===== src/rtl/up_counter.sv =====
// Programmable up counter with prescaler, wrap/saturate terminal handling,
// one-cycle terminal pulse, halted level and sticky overflow flag.
module up_counter #(
    parameter int WIDTH = 6,
    parameter int DIV   = 1
) (
    input  logic             clk,
    input  logic             rst_n,
    input  logic             en,
    input  logic             clr,
    input  logic             load,
    input  logic [WIDTH-1:0] load_val,
    input  logic [WIDTH-1:0] max_val,
    input  logic             wrap,
    output logic [WIDTH-1:0] count,
    output logic             tc,
    output logic             done,
    output logic             ovf
);

    localparam int PS_W = (DIV > 1) ? $clog2(DIV) : 1;
    localparam logic [PS_W-1:0] PS_LAST = PS_W'(DIV - 1);

    localparam logic [0:0] RUN  = 1'b0;
    localparam logic [0:0] HALT = 1'b1;

    logic [0:0]       state, state_n;
    logic [PS_W-1:0]  ps, ps_n;
    logic [WIDTH-1:0] count_n;
    logic             tc_n, ovf_n;
    logic             ps_last, at_term, step, rewrap, ps_adv;

    // The halted level is the FSM state itself.
    assign done = state[0];

    always_comb begin
        ps_last = (ps == PS_LAST);
        at_term = (count >= max_val);
        step    = en && ps_last && (state == RUN);
        // Raising wrap while halted restarts counting from a terminal step.
        rewrap  = en && ps_last && (state == HALT) && wrap;
        ps_adv  = en && ((state == RUN) || wrap);

        count_n = count;
        ps_n    = ps;
        tc_n    = 1'b0;
        ovf_n   = ovf;
        state_n = state;

        if (clr) begin
            count_n = '0;
            ps_n    = '0;
            ovf_n   = 1'b0;
            state_n = RUN;
        end else if (load) begin
            count_n = load_val;
            ps_n    = '0;
            state_n = RUN;
        end else begin
            if (ps_adv) begin
                ps_n = ps_last ? '0 : ps + 1'b1;
            end
            case (state)
                RUN: begin
                    if (step) begin
                        if (!at_term) begin
                            count_n = count + 1'b1;
                        end else if (wrap) begin
                            count_n = '0;
                            ovf_n   = 1'b1;
                            tc_n    = 1'b1;
                        end else begin
                            count_n = max_val;
                            tc_n    = 1'b1;
                            state_n = HALT;
                        end
                    end
                end
                HALT: begin
                    if (rewrap) begin
                        count_n = '0;
                        ovf_n   = 1'b1;
                        tc_n    = 1'b1;
                        state_n = RUN;
                    end
                end
                default: state_n = RUN;
            endcase
        end
    end

    always_ff @(posedge clk or negedge rst_n) begin
        if (!rst_n) begin
            count <= '0;
            ps    <= '0;
            tc    <= 1'b0;
            ovf   <= 1'b0;
            state <= RUN;
        end else begin
            count <= count_n;
            ps    <= ps_n;
            tc    <= tc_n;
            ovf   <= ovf_n;
            state <= state_n;
        end
    end

endmodule


===== config.mk =====
export PLATFORM = sky130hd
export DESIGN_NAME = up_counter
export DESIGN_NICKNAME = d
export VERILOG_FILES = /design/src/rtl/up_counter.sv
export SDC_FILE = /design/constraint.sdc
export NUM_CORES = 1
export LEC_CHECK = 0
export CORE_MARGIN = 1.5
export CORE_UTILIZATION = 47
export DETAILED_ROUTE_END_ITERATION = 12
export PLACE_DENSITY = 0.84
export SETUP_SLACK_MARGIN = 0.5
export SKIP_CTS_REPAIR_TIMING = 1
export SLEW_MARGIN = 25
export SYNTH_ARGS = -nofsm -noshare
export SYNTH_HDL_FRONTEND = slang
export SYNTH_SLANG_ARGS = --single-unit

===== constraint.sdc =====
create_clock -name clk -period 2.7 [get_ports clk]
set_input_delay 0.54 -clock clk [delete_from_list [all_inputs] [get_ports clk]]
set_output_delay 0.54 -clock clk [all_outputs]
set_load 0.1 [all_outputs]

==> metrics.md <==
| Metric | Value |
|---|---|
| Status | finished, final reports clean |
| Nets | 144 |
| Core Rows | 14 |
| Post-synthesis register bit count | 9 |
| Post-Route Utilization | 0.715 |
| Final WL | 1920 um |
| Ys Warns | 0 |
| Register-to-register setup slack | 0.85 ns |
| Fin Setup TNS | 0 ns |
| Maxcap violations | 0 |
| Main synth FF type | dfrtp_1 |
| Dpl hpwl | 1450 um |
| Worst-Skew Late Latency | 0.27 ns |
| PD cells | 550 nW/um2 |
| Post-synth EDFFs | 0 |
| Syn_nets | 111 |
| CTS tree | done |
| Drt first pass iters | 4 |
| GRT overflow | 0 |
| Fmax | 465 MHz |
| Gpl congestion | 0.813 |
| Share of cells above drive strength 1 | 0.229 |
| Worst Tran Pin Value | 0.441 ns |
| Pin count of the biggest net entering global routing | 11 |
| Core region area | 1510 um2 |
| Final Slew Violations | 0 |
| Via/cell ratio | 5.90 |
| Crit start category | input port |
| Post-Syn Area | 763 um2 |
| CTS HTree Levels | 1 |
| Total chip power | 592 uW |
| Die Footprint | 1870 um2 |
| Root Driver | clkbuf_4 |
| Max transition margin | 0.705 |
| ANT nets after route | 0 |
| Global-route usage over all layers | 0.215 |
| Die height | 43.3 um |
| Worst-path maximum fanout | 5 |
| DR iter-0 viols | 31 |
| Syn-to-layout area delta | 41.1% |
| IO Port Bufs | 26 |
| Gate Count Post-Synth | 86 |
| Initial antenna violation count | 0 |
| Diode count | 0 |
| I/O pins | 27 |
| Detailed-route wire length per cell | 14.3 um |
| Mean Syn Cell Area | 8.87 um2 |
| Async SR Flop Fraction | 1.00 |
| Arr. time, crit path | 2.32 ns |
| Clock slew at reported path FFs | 0.06 ns |
| Min-delay worst type | flip-flop to flip-flop |
| Maximum VDD drop | 0.443 mV |
| Netlist cell types | 41 |
| Num CTS Buffers | 3 |
| Max Clock Skew | 0.000869 ns |
| Crit share post-route | 0.796 |
| Crit. End Element | flip-flop |
| Initial Utilization | 0.507 |
| Leakage | 0.000484 uW |
| Unrepaired setup endpoints after global routing | false |
| Width of the die | 43.3 um |
| Vias | 790 |
| First-pass GRT wire length | 3000 um |
| Vias in the first global route | 713 |
| Clock sink total | 9 |
| Final Hold Violating Endpoints | 0 |
| Min cycle time layout | 2.15 ns |
| Post-synthesis sequential area ratio | 0.295 |
| Worst path required time | 2.87 ns |
| Clock buffer depth | 2 |
| Final Setup Violations | 0 |
| Critical Setup Path Class | input port to flip-flop |
| DRC errors left | 0 |
## placed cells by master, fill, tap and decap left out, types with 2 or more instances in the layout
master / synthesis / final
nand2b_1: 2 / 2
inv_1: 8 / 8
buf_4: 0 / 12
nor2_1: 7 / 7
nor3_1: 2 / 2
ha_1: 7 / 7
clkbuf_4: 0 / 3
o21ai_1: 3 / 3
a21oi_1: 6 / 5
nand2_1: 4 / 4
a22oi_1: 2 / 2
dfrtp_2: 0 / 2
clkdlybuf4s50_1: 0 / 17
dfrtp_1: 9 / 7
nand3_1: 4 / 4
mux2i_1: 3 / 3
## per-stage QoR
| stage | hold WS, ns | instance area (um2) | instances | worst slack [ns] |
|---|---|---|---|---|
| finish | 0.549 | 1080 | 134 | 0.550 |
| CTS | 0.559 | 1050 | 132 | 0.599 |
| global placement | 0.531 | 1020 | 128 | 0.323 |
| global route | 0.590 | 1080 | 134 | 0.484 |
| detailed placement | 0.544 | 1020 | 128 | 0.338 |
| floorplan | 0.244 | 766 | 86 | 0.517 |
## per-layer routing
metal / GRT usage / wire (um) / vias up
met5: 0 / 0 / -
met3: 0.0255 / 134 / 5
li1: - / - / 382
met1: 0.290 / 843 / 372
met2: 0.343 / 911 / 31
met4: 0.0909 / 33 / 0
## critical path: stages
cell             delay (ns)
clkdlybuf4s50_1        0.51
inv_1                  0.06
ha_1                   0.29
nand4_1                0.10
o221ai_2               0.23
clkdlybuf4s15_2        0.29
nand3_1                0.09
a32oi_1                0.22
## final cells by class
cell class                      instances  area (um2)
Fill cell                             122         429
Multi-Input combinational cell         67         502
Inverter                                8        30.0
Timing Repair Buffer                   30         272
Tap cell                               16        20.0
Clock buffer                            4        26.3
Sequential cell                         9         228
## sequential cells by signal, indices dropped and copies added, names as in the netlist
name,flops
tc,1
ovf,1
done,1
count,6
## cells in the mapped netlist, drive strengths merged, types with 2 or more instances
cell type / number / area share
inv: 8 / 0.039
o21ai: 4 / 0.041
nand3: 4 / 0.026
a22oi: 2 / 0.020
a211oi: 2 / 0.026
mux2i: 3 / 0.039
and2b: 2 / 0.025
nor2: 8 / 0.043
nand2: 4 / 0.020
nand2b: 2 / 0.016
dfrtp: 9 / 0.30
ha: 7 / 0.11
or2: 2 / 0.016
nor3: 3 / 0.026
a21oi: 6 / 0.039
buf: 2 / 0.021
## power breakdown
| part | internal, uW | switching (uW) | leakage [uW] |
|---|---|---|---|
| Combinational | 109 | 197 | 0.000353 |
| Sequential | 151 | 26.8 | 0.000116 |
| Clock | 57.2 | 50.4 | 0.0000150 |
| Total | 318 | 274 | 0.000484 |
## logic make-up after synthesis
family	after synthesis	synth area share
flops	9	0.295
simple gates	31	0.225
compound gates	24	0.243
fa+ha+maj	7	0.115
xor+xnor	2	0.0230
mux	3	0.0393
buf+inv	10	0.0606
## final timing paths
check,from,to,cells past startpoint
worst min-delay path,ovf,ovf,2
worst min register to register,ovf,ovf,2
worst max-delay path,max_val[4],count[0],8
max in group asynchronous,rst_n,count[3],1
worst max register to register,count[0],count[0],8
min in group asynchronous,rst_n,count[1],1
(Power assumes the default switching activity.)
